<file path="src/rtl/uart_axi_pkg.sv">
// Shared types and constants for the UART/AXI response path.
// Holds the arbiter state encoding, channel indices and the response frame descriptor.
package uart_axi_pkg;

  typedef enum logic [1:0] {
    IDLE,
    ISSUE,
    WAIT_DONE
  } arb_state_t;

  localparam int NUM_CH   = 2;
  localparam int CH_CMD   = 0;
  localparam int CH_EVT   = 1;
  localparam int MAX_DATA = 64;

  localparam logic [7:0] ST_OK      = 8'h00;
  localparam logic [7:0] ST_SLVERR  = 8'h02;
  localparam logic [7:0] ST_DECERR  = 8'h03;
  localparam logic [7:0] ST_TIMEOUT = 8'h04;
  localparam logic [7:0] ST_EVENT   = 8'h80;

  typedef struct packed {
    logic [7:0]                status;
    logic [7:0]                cmd;
    logic [31:0]               addr;
    logic                      is_read;
    logic [MAX_DATA-1:0][7:0]  data;
    logic [5:0]                count;
  } frame_desc_t;

endpackage

</file>
<file path="src/rtl/frame_response_arbiter_mux.sv">
// Purpose: selects one frame descriptor out of N by index.
// Latency: combinational, no state.
// Backpressure: none; the caller owns all flow control.
module frame_desc_mux
  import uart_axi_pkg::*;
#(
  parameter int N     = NUM_CH,
  parameter int SEL_W = (N > 1) ? $clog2(N) : 1
) (
  input  frame_desc_t             desc [N],
  input  logic [SEL_W-1:0]        sel,
  output frame_desc_t             desc_out
);

  assign desc_out = desc[sel];

endmodule

</file>
<file path="src/rtl/frame_response_arbiter.sv">
// Purpose: shares the response frame builder between the command path (ch0) and the event path (ch1).
// Latency: request to fb_build_response 2 cycles; 1 idle cycle between frames.
// Backpressure: holds in IDLE/ISSUE while fb_builder_busy; requesters hold valid until req_ack.
module frame_response_arbiter
  import uart_axi_pkg::*;
#(
  parameter int MAX_CONSEC     = 4,
  parameter int TIMEOUT_CYCLES = 4096,
  parameter int CNT_W          = 16
) (
  input  logic                         clk,
  input  logic                         rst,
  input  logic [NUM_CH-1:0]            req_valid,
  input  logic [NUM_CH-1:0][7:0]       req_status,
  input  logic [NUM_CH-1:0][7:0]       req_cmd,
  input  logic [NUM_CH-1:0][31:0]      req_addr,
  input  logic [NUM_CH-1:0]            req_is_read,
  input  logic [NUM_CH-1:0][63:0][7:0] req_data,
  input  logic [NUM_CH-1:0][5:0]       req_data_count,
  output logic [NUM_CH-1:0]            req_ack,
  output logic [NUM_CH-1:0]            req_done,
  output logic [7:0]                   fb_status_code,
  output logic [7:0]                   fb_cmd_echo,
  output logic [31:0]                  fb_addr_echo,
  output logic [63:0][7:0]             fb_response_data,
  output logic [5:0]                   fb_response_data_count,
  output logic                         fb_is_read_response,
  output logic                         fb_build_response,
  input  logic                         fb_builder_busy,
  input  logic                         fb_response_complete,
  input  logic                         err_clr,
  output logic                         timeout_err,
  output logic                         grant_id,
  output logic [CNT_W-1:0]             frames_sent
);

  localparam int CONS_W = $clog2(MAX_CONSEC + 1);
  localparam int WD_W   = $clog2(TIMEOUT_CYCLES);
  localparam logic [CONS_W-1:0] CONS_MAX = CONS_W'(MAX_CONSEC);
  localparam logic [WD_W-1:0]   WD_LAST  = WD_W'(TIMEOUT_CYCLES - 1);

  arb_state_t          state;
  logic                grant_reg;
  logic [CONS_W-1:0]   consec_cnt;
  logic [WD_W-1:0]     wdog;

  frame_desc_t desc [NUM_CH];
  frame_desc_t sel_desc;

  for (genvar i = 0; i < NUM_CH; i++) begin : g_desc
    assign desc[i] = '{status:  req_status[i],
                       cmd:     req_cmd[i],
                       addr:    req_addr[i],
                       is_read: req_is_read[i],
                       data:    req_data[i],
                       count:   req_data_count[i]};
  end

  frame_desc_mux #(.N(NUM_CH)) u_mux (
    .desc     (desc),
    .sel      (grant_reg),
    .desc_out (sel_desc)
  );

  assign fb_status_code         = sel_desc.status;
  assign fb_cmd_echo            = sel_desc.cmd;
  assign fb_addr_echo           = sel_desc.addr;
  assign fb_is_read_response    = sel_desc.is_read;
  assign fb_response_data       = sel_desc.data;
  assign fb_response_data_count = sel_desc.count;
  assign grant_id               = grant_reg;

  // Event channel wins when it is alone or has been passed over MAX_CONSEC times.
  logic ch1_wins;
  logic issue_fire;
  logic done_fire;
  logic wd_hit;

  assign ch1_wins   = req_valid[CH_EVT] && (!req_valid[CH_CMD] || consec_cnt >= CONS_MAX);
  assign issue_fire = (state == ISSUE) && !fb_builder_busy;
  assign done_fire  = (state == WAIT_DONE) && fb_response_complete;
  assign wd_hit     = (state == WAIT_DONE) && !fb_response_complete && (wdog == WD_LAST - 1'b1);

  assign fb_build_response = issue_fire;

  always_comb begin
    req_ack             = '0;
    req_done            = '0;
    req_ack[grant_reg]  = issue_fire;
    req_done[grant_reg] = done_fire;
  end

  always_ff @(posedge clk) begin
    if (!rst) begin
      state       <= IDLE;
      grant_reg   <= 1'b0;
      consec_cnt  <= '0;
      wdog        <= '0;
      frames_sent <= '0;
      timeout_err <= 1'b0;
    end else begin
      case (state)
        IDLE: begin
          // Waiting for busy to drop also lets a frame orphaned by reset drain.
          if (!fb_builder_busy && |req_valid) begin
            grant_reg <= ch1_wins;
            if (!ch1_wins && req_valid[CH_EVT])
              consec_cnt <= (consec_cnt >= CONS_MAX) ? CONS_MAX : consec_cnt + 1'b1;
            else
              consec_cnt <= '0;
            state <= ISSUE;
          end
        end
        ISSUE: begin
          if (!fb_builder_busy) begin
            wdog  <= '0;
            state <= WAIT_DONE;
          end
        end
        WAIT_DONE: begin
          if (fb_response_complete) begin
            frames_sent <= frames_sent + 1'b1;
            state       <= IDLE;
          end else if (wdog != WD_LAST) begin
            wdog <= wdog + 1'b1;
          end
        end
        default: state <= IDLE;
      endcase

      if (err_clr)
        timeout_err <= 1'b0;
      else if (wd_hit)
        timeout_err <= 1'b1;
    end
  end

  a_valid_held: assert property (@(posedge clk) disable iff (!rst)
    (state == ISSUE) |-> req_valid[grant_reg]);

endmodule

</file>
<file path="config.mk">
export PLATFORM = sky130hd
export DESIGN_NAME = frame_response_arbiter
export DESIGN_NICKNAME = d
export VERILOG_FILES = /design/src/rtl/uart_axi_pkg.sv /design/src/rtl/frame_response_arbiter_mux.sv /design/src/rtl/frame_response_arbiter.sv
export SDC_FILE = /design/constraint.sdc
export NUM_CORES = 1
export LEC_CHECK = 0
export ABC_AREA = 1
export BUFFER_PORTS_ARGS = -buffer_cell sky130_fd_sc_hd__buf_2
export CORE_AREA = 2 2 668 670
export DETAILED_ROUTE_END_ITERATION = 7
export DIE_AREA = 0 0 670 672
export PLACE_DENSITY = 0.3
export SLEW_MARGIN = 20
export SYNTH_ARGS = -nofsm -noshare
export SYNTH_HDL_FRONTEND = slang
export SYNTH_SLANG_ARGS = --single-unit
</file>
<file path="constraint.sdc">
create_clock -name clk -period 2.3 [get_ports clk]
set_clock_uncertainty 0.2 [all_clocks]
set_input_delay 0.46 -clock clk [delete_from_list [all_inputs] [get_ports clk]]
set_output_delay 0.46 -clock clk [all_outputs]
set_load 0.005 [all_outputs]
</file>
Yosys cells after proc, flatten, opt, wreduce, memory -nomap -nowiden
Cells that the tools add are included.
{"block": "classes", "mux": 15, "bitwise_logic": 4, "n_lt_le_gt_ge": 4, "reduce_logical": 21, "addsub": 3, "eq_ne": 9}
{"cell": "2-to-1 mux 567 bit", "count": 3}
{"cell": "2-to-1 mux 12 bit", "count": 3}
{"cell": "case mux 12 bit (2 select lines)", "count": 1}
{"cell": "adder 16 x 1 -> 16 bit (second input constant)", "count": 1}
{"cell": "adder 12 x 1 -> 12 bit (second input constant)", "count": 1}
{"cell": "== test 12 bit (second input constant)", "count": 1}
{"cell": "!= test 12 bit (second input constant)", "count": 1}
{"cell": "logical AND 1 bit", "count": 8}
{"cell": "!= test 2 bit (second input constant)", "count": 4}
{"cell": "2-to-1 mux 2 bit", "count": 3}
{"cell": "2-to-1 mux 3 bit", "count": 2}
{"cell": "case mux 2 bit (3 select lines)", "count": 1}
{"cell": "AND 2 bit", "count": 2}
{"cell": "logical NOT 1 bit", "count": 4}
{"cell": "AND reduction 2 bit", "count": 2}
{"cell": "AND reduction 4 bit", "count": 1}
{"cell": "OR reduction 2 bit", "count": 2}
{"cell": "adder 3 x 1 -> 3 bit (second input constant)", "count": 1}
{"cell": ">= comparator 3 bit (second input constant)", "count": 1}
{"cell": "AND reduction 3 bit", "count": 1}
{"cell": "== test 2 x 1 -> 1 bit (second input constant)", "count": 1}
{"cell": "== test 2 bit (second input constant)", "count": 1}
{"cell": ">= comparator 2 bit (second input constant)", "count": 1}
{"cell": "logical NOT 2 bit", "count": 1}
{"cell": "other kinds (9)", "count": 9}
{"block": "totals", "register_bits": 35, "in_bits": 1141}

Depth between registers and ports, before layout
Gate-level depths: netlist (run 1).
{"block": "depth", "word_depth": 6, "depth_mapped": 10}

Hierarchy
A second synthesis (run 1) with hierarchy kept.
{"block": "hier_totals", "hier_cells": 2126, "hier_area_um2": 9417.8}
{"mod": "frame_desc_mux", "cells_each": 1827, "instances": 1, "seq_area_each_um2": 0.0, "area_each_um2": 7400.8}
{"mod": "frame_response_arbiter", "cells_each": 299, "instances": 1, "seq_area_each_um2": 700.7, "area_each_um2": 2016.9}

Worst setup path after synthesis (run 1)
Ideal clock, no wire load.
{"block": "synth_timing", "path_type": "reg2out", "start": "register grant_reg (netlist: grant_id)", "end": "output fb_response_data[242] (netlist name)", "setup_slack_ns": 0.508, "required_ns": 1.640, "t_arrival_ns": 1.132, "path_stages_with_launch": 6, "cell_sequence": "dfxtp_1 buf_2 buf_2 buf_1 nand2_1 nand2_1"}
{"element": "start, declared", "line_no": "frame_response_arbiter.sv:43", "text": "logic grant_reg;"}
{"element": "start signal, assigned", "line_no": "frame_response_arbiter.sv:106", "text": "grant_reg <= ch1_wins;"}
{"element": "end, declared", "line_no": "frame_response_arbiter.sv:25", "text": "output logic [63:0][7:0] fb_response_data,"}

==> impl_metrics.env, run 1 <==
export IMPL_num_rows=245
export IMPL_area_delta_synth_final_pct=278
export IMPL_finalNetCount=5095
export IMPL_maxSlewHeadroom=0.714
export IMPL_max_slew_worst_pin_slew_ns=0.429
export IMPL_synth_seq_area_share=0.0783
export IMPL_yosysWarnings=0
export IMPL_htree_levels=2
export IMPL_portBuffers=1730
export IMPL_end_kind="output pin"
export IMPL_worstSkewPairLatency_ns=0.32
export IMPL_p_leak_nw=16.0
export IMPL_status="finished with violations"
export IMPL_combPwrFrac=0.862
export IMPL_synth_cell_types=29
export IMPL_setup_slack_ns=-0.254
export IMPL_final_cell_mix="buf_2 (1515), nand2_1 (1285), nand2_2 (226), nand2_4 (226), buf_6 (148)"
export IMPL_cts_root_buffer_cell="clkbuf_16"
export IMPL_layout_commonest_cell="buf_2"
export IMPL_crit_chain="buf_12, clkinv_16, buf_12, buf_16, buf_16, nand2_8, nand2_1, buf_2"
export IMPL_grtUsageTotal=0.157
export IMPL_finalCriticalPeriod_ns=2.55
export IMPL_maxCapViolCount=0
export IMPL_cts_tree="done"
export IMPL_cp_max_fo=8
export IMPL_place_ws_ns=-0.445
export IMPL_synthesis_area_per_instance_sq_um=4.21
export IMPL_finalMaxSlewViolations=0
export IMPL_postSynthCellCount=2127
export IMPL_grt_overflow=0
export IMPL_worstPathArrival_ns=1.89
export IMPL_startpoint_type="register"
export IMPL_grt_max_degree=37
export IMPL_cts_buffers=5
export IMPL_grt_antenna_before_repair=526
export IMPL_fp_dieW_um=670
export IMPL_cp_required_ns=1.64
export IMPL_dpl_hpwl_mm=343
export IMPL_vias_per_cell=2.44
export IMPL_synthesis_area_sq_um=8950
export IMPL_reg2reg_depth=7
export IMPL_synth_nets=3273
export IMPL_vias=24700
export IMPL_wire_per_inst_um=36.7
export IMPL_cts_max_path_buffers=2
export IMPL_drt_total_wl_mm=371
export IMPL_cts_sinks=35
export IMPL_yosys_register_bits=35
export IMPL_core_area_sq_um=444000
export IMPL_routabilityCongestion=1.00
export IMPL_grt_pass1_wl_mm=418
export IMPL_internal_power_mw=5.12
export IMPL_fin_crit_sh=1.11
export IMPL_p_sw_frac=0.548
export IMPL_die_area_sq_um=450000
export IMPL_slowest_delay_ns=0.37
export IMPL_die_y_um=672
export IMPL_clkTransAtPathRegs_ns=0.08
export IMPL_dp_cells=9755
export IMPL_fmax_mhz=392
export IMPL_power_density_nw_per_um2=335
export IMPL_final_hold_viol_count=0
export IMPL_peakVddDrop_mv=0.274
export IMPL_setup_tns_ns=-60.01
export IMPL_switchingPower_mw=6.20
export IMPL_rsz0062_at_grt="yes"
export IMPL_layout_drive_gt1_share=0.622
export IMPL_grt_pass1_vias=22200
export IMPL_initial_core_util=0.0202
export IMPL_first_pass_iters=5
export IMPL_whs_path_depth=2
export IMPL_setup_violations=515
export IMPL_power_mw=11.3
export IMPL_pwr_share_clk=0.082
export IMPL_io_pins=1731
export IMPL_seqPwrFrac=0.056
export IMPL_hp_class="in2reg"
export IMPL_violations="setup timing"
export IMPL_ant_nets=0
export IMPL_slowest_stage="dfxtp_4"
export IMPL_instances_no_fill=10100
export IMPL_fill_cells=53000
export IMPL_drt_iter0_markers=1741
export IMPL_crit_type="reg2out"
export IMPL_drc=0
export IMPL_hold_buffers=0
what timing repair did:
action                                  4_1_cts  5_1_grt
endpoints found under the setup margin      551      572
pin swaps                                    43       82
setup buffers                                50       20
gates resized for setup                     496      695
gates cloned                                 32       25
registers in the layout (all words and copies together), names as in the netlist:
| register | flops |
|---|---|
| frames_sent | 16 |
| wdog | 12 |
| grant_id | 1 |
| timeout_err | 1 |
| consec_cnt | 3 |
| state | 2 |
area by class of cell:
cell class | count | area (sq um) | area share
antenna | 243 | 608 | 0.0180
sequential | 35 | 704 | 0.0208
multi-input combinational | 1910 | 10300 | 0.304
inverter | 52 | 224 | 0.00662
tap | 5928 | 7420 | 0.219
clock inverter | 2 | 38.8 | 0.00115
clock buffer | 6 | 139 | 0.00411
timing repair buffer | 1945 | 14400 | 0.426
Yosys cell counts (all sizes together):
library cell,n,share of area
buf,67,0.037
nor3b,2,0.0022
dfxtp,35,0.078
xor2,1,0.00098
o21bai,2,0.0017
o21ai,14,0.0078
inv,52,0.022
nor2,48,0.025
a21oi,23,0.013
ha,5,0.0070
a211oi,4,0.0034
nand4,15,0.012
o21a,2,0.0017
nor3,4,0.0022
nand3,20,0.015
clkbuf,63,0.026
nand2,1770,0.74
power by group through the flow:
stage                     Sequential [mW]  Combinational, mW  Clock, mW
after floorplan                     0.645               1.67          0
after global placement              0.653               7.84          0
after detailed placement            0.653               7.79          0
after CTS                           0.635               9.12      0.998
after global routing                0.638               10.3       1.02
final                               0.635               9.76      0.931
per-stage QoR:
step	hold WS, ns	area, sq um	utilization
2_1_floorplan	0.248	8950	-
3_3_place_gp	0.248	26700	0.0601
3_5_place_dp	0.245	26700	0.0601
4_1_cts	0.160	30100	0.0679
5_1_grt	0.163	33400	0.0754
6_report	0.178	33800	0.0763
routing by layer:
layer / share of wire / global-route usage / up-vias
met3: 0.17 / 0.119 / 975
met5: 0.0074 / 0 / -
li1: - / - / 10300
met2: 0.43 / 0.246 / 1959
met1: 0.36 / 0.168 / 11000
met4: 0.034 / 0.0315 / 414
kinds of logic after synthesis:
group | after synthesis | synth area share
and+or+nand+nor | 1859 | 0.801
buffers and inverters | 182 | 0.0852
adders and majority gates | 5 | 0.00699
xor gates and xnor gates | 1 | 0.000979
DFF | 35 | 0.0783
AOI/OAI and AO/OA | 45 | 0.0274
worst max-delay path: cells and delay by family, from the launching register on:
kind                   cells  cell delay [ns]
flip-flops                 1             0.37
buffers and inverters      6             0.94
AND/OR/NAND/NOR            2             0.21
final timing paths:
check                          end  slack [ns]   startpoint
min                    timeout_err        0.18      err_clr
max reg2reg               grant_id        0.34     grant_id
max          fb_response_data[466]       -0.25     grant_id
min reg2reg            timeout_err        0.26  timeout_err
No activity file was read; power rests on OpenSTA's default activity.
==> inputs of run 2 (changes only) <==
--- a/config.mk
+++ b/config.mk
@@ -6,7 +6,7 @@
 export NUM_CORES = 1
 export LEC_CHECK = 0
 export ABC_AREA = 1
-export BUFFER_PORTS_ARGS = -buffer_cell sky130_fd_sc_hd__buf_2
+export BUFFER_PORTS_ARGS = -buffer_cell sky130_fd_sc_hd__buf_4
 export CORE_AREA = 2 2 668 670
 export DETAILED_ROUTE_END_ITERATION = 7
 export DIE_AREA = 0 0 670 672
==> impl_metrics.env, run 2 (synthesized netlist as in run 1, its figures left out) <==
export IMPL_grt_pass1_vias=22200
export IMPL_placed_area_sq_um=30200
export IMPL_path_buf_inv=6
export IMPL_grt_pass1_wl_mm=421
export IMPL_grt_antenna_before_repair=428
export IMPL_cp_required_ns=1.64
export IMPL_status="finished with violations"
export IMPL_maxCapViolCount=0
export IMPL_grt_overflow=0
export IMPL_internal_power_mw=5.54
export IMPL_max_slew_worst_pin_slew_ns=0.568
export IMPL_seqPwrFrac=0.056
export IMPL_vias=23500
export IMPL_die_area_sq_um=450000
export IMPL_r2r_start="wdog[1]"
export IMPL_cp_max_fo=11
export IMPL_wire_per_inst_um=37.6
export IMPL_rsz0062_at_grt="yes"
export IMPL_cts_root_buffer_cell="clkbuf_16"
export IMPL_setup_tns_ns=-62.83
export IMPL_core_area_sq_um=444000
export IMPL_drc=0
export IMPL_routabilityCongestion=0.964
export IMPL_cts_buffers=5
export IMPL_io_pins=1731
export IMPL_htree_levels=2
export IMPL_hold_start="err_clr"
export IMPL_r2r_end="wdog[11]"
export IMPL_finalCriticalPeriod_ns=2.55
export IMPL_drt_total_wl_mm=375
export IMPL_top_regs="frames_sent (16), wdog (12), consec_cnt (3)"
export IMPL_finalMaxSlewViolations=0
export IMPL_num_rows=245
export IMPL_violations="setup timing"
export IMPL_slowest_stage="dfxtp_4"
export IMPL_critical_path_top_delay_family="buffers and inverters"
export IMPL_vias_per_cell=2.35
export IMPL_clkTransAtPathRegs_ns=0.07
export IMPL_power_density_nw_per_um2=328
export IMPL_r2r_slack_ns=0.51
export IMPL_reg2reg_depth=8
export IMPL_layout_commonest_cell="buf_4"
export IMPL_drt_iter0_markers=1595
export IMPL_die_y_um=672
export IMPL_grtUsageTotal=0.158
export IMPL_cts_max_path_buffers=2
export IMPL_cts_tree="done"
export IMPL_whs_path_depth=2
export IMPL_maxSlewHeadroom=0.621
export IMPL_largest_register="frames_sent"
export IMPL_fill_cells=52700
export IMPL_first_pass_iters=6
export IMPL_dp_cells=9749
export IMPL_fin_crit_sh=1.11
export IMPL_startpoint_type="register"
export IMPL_largest_register_ffs=16
export IMPL_layout_drive_gt1_share=0.558
export IMPL_slowest_delay_ns=0.41
export IMPL_final_cell_mix="buf_4 (1666), nand2_1 (1533), nand2_2 (126), buf_6 (97), nand2_4 (87)"
export IMPL_ant_nets=0
export IMPL_grt_max_degree=47
export IMPL_combPwrFrac=0.872
export IMPL_crit_chain="buf_4, buf_16, buf_12, buf_16, buf_4, nand2_1, nand2_1, buf_4"
export IMPL_cp_common_cell="buf_4"
export IMPL_instances_no_fill=9972
export IMPL_final_hold_viol_count=0
export IMPL_pwr_share_clk=0.072
export IMPL_fp_dieW_um=670
export IMPL_power_mw=11.5
export IMPL_p_leak_nw=16.6
export IMPL_fmax_mhz=392
export IMPL_area_delta_synth_final_pct=292
export IMPL_setup_violations=525
export IMPL_holdPathEnd="timeout_err"
export IMPL_setup_slack_ns=-0.251
export IMPL_worstPathArrival_ns=1.89
export IMPL_switchingPower_mw=5.94
export IMPL_peakVddDrop_mv=0.211
export IMPL_cts_sinks=35
export IMPL_crit_type="reg2out"
export IMPL_portBuffers=1730
export IMPL_end_kind="output pin"
export IMPL_dpl_hpwl_mm=346
export IMPL_whs_ns=0.144
export IMPL_worstSkewPairLatency_ns=0.30
export IMPL_stdcell_area_sq_um=35000
export IMPL_p_sw_frac=0.518
export IMPL_finalNetCount=5084
export IMPL_initial_core_util=0.0202
export IMPL_hp_class="in2reg"
==> run 2: cell types whose count changed in the layout (fill, tap and decap cells not counted), sizes merged <==
cell	previous run	this run
diode	243	105
bufbuf	4	5
buf	1917	1911
clkbuf	30	25
bufinv	1	0
==> run 2: stage by stage <==
stage / utilization / worst slack, ns
CTS: 0.0752 / -0.292
global route: 0.0785 / -0.294
global placement: 0.0681 / -0.405
detailed placement: 0.0681 / -0.415
finish: 0.0790 / -0.251
floorplan: - / 0.508
==> run 2: power groups by stage <==
stage / logic [mW] / clock network, mW / registers (mW)
CTS: 9.92 / 0.873 / 0.639
global route: 10.6 / 0.888 / 0.642
floorplan: 1.67 / 0 / 0.645
detailed placement: 8.68 / 0 / 0.652
finish: 10.0 / 0.830 / 0.640
global placement: 8.71 / 0 / 0.652
==> run 2: layout make-up <==
type / instances / area (sq um) / area share
sequential: 35 / 704 / 0.0201
clock inverter: 1 / 5.00 / 0.000143
antenna: 105 / 263 / 0.00750
tap: 5928 / 7420 / 0.212
inverter: 52 / 210 / 0.00600
clock buffer: 7 / 164 / 0.00468
timing repair buffer: 1934 / 17400 / 0.498
multi-input combinational: 1910 / 8830 / 0.252
==> run 2: worst register-to-register path: cells and delay by family, from the launching register on <==
| family | cells | cell delay [ns] |
|---|---|---|
| adders and majority gates | 1 | 0.22 |
| DFF | 1 | 0.39 |
| and+or+nand+nor | 7 | 0.88 |
==> run 2: worst max-delay path by stage <==
stage                  start               endpoint  slack, ns  cells after the start
detailed placement  grant_id  fb_response_data[424]      -0.41                      6
floorplan           grant_id  fb_response_data[242]       0.51                      5
global route        grant_id  fb_response_data[303]      -0.29                      8
CTS                 grant_id  fb_response_data[422]      -0.29                      7
finish              grant_id  fb_response_data[303]      -0.25                      8
global placement    grant_id  fb_response_data[424]      -0.41                      6
==> run 2: timing repair <==
item / CTS / global route
resized for setup: 400 / 233
gates cloned: 32 / 20
setup endpoints to repair: 526 / 564
hold endpoints to repair: 0 / 0
buffers inserted: 45 / 20
pin swaps: 44 / 34
hold buffers: 0 / 0
==> run 2: metal layers <==
layer / part of all wire / global-route usage / routed length (um) / up-vias
met3: 0.15 / 0.115 / 58100 / 682
met5: 0.0055 / 0 / 2050 / -
met4: 0.030 / 0.0330 / 11200 / 314
met2: 0.44 / 0.253 / 167000 / 1622
met1: 0.37 / 0.167 / 137000 / 10700
li1: - / - / - / 10200
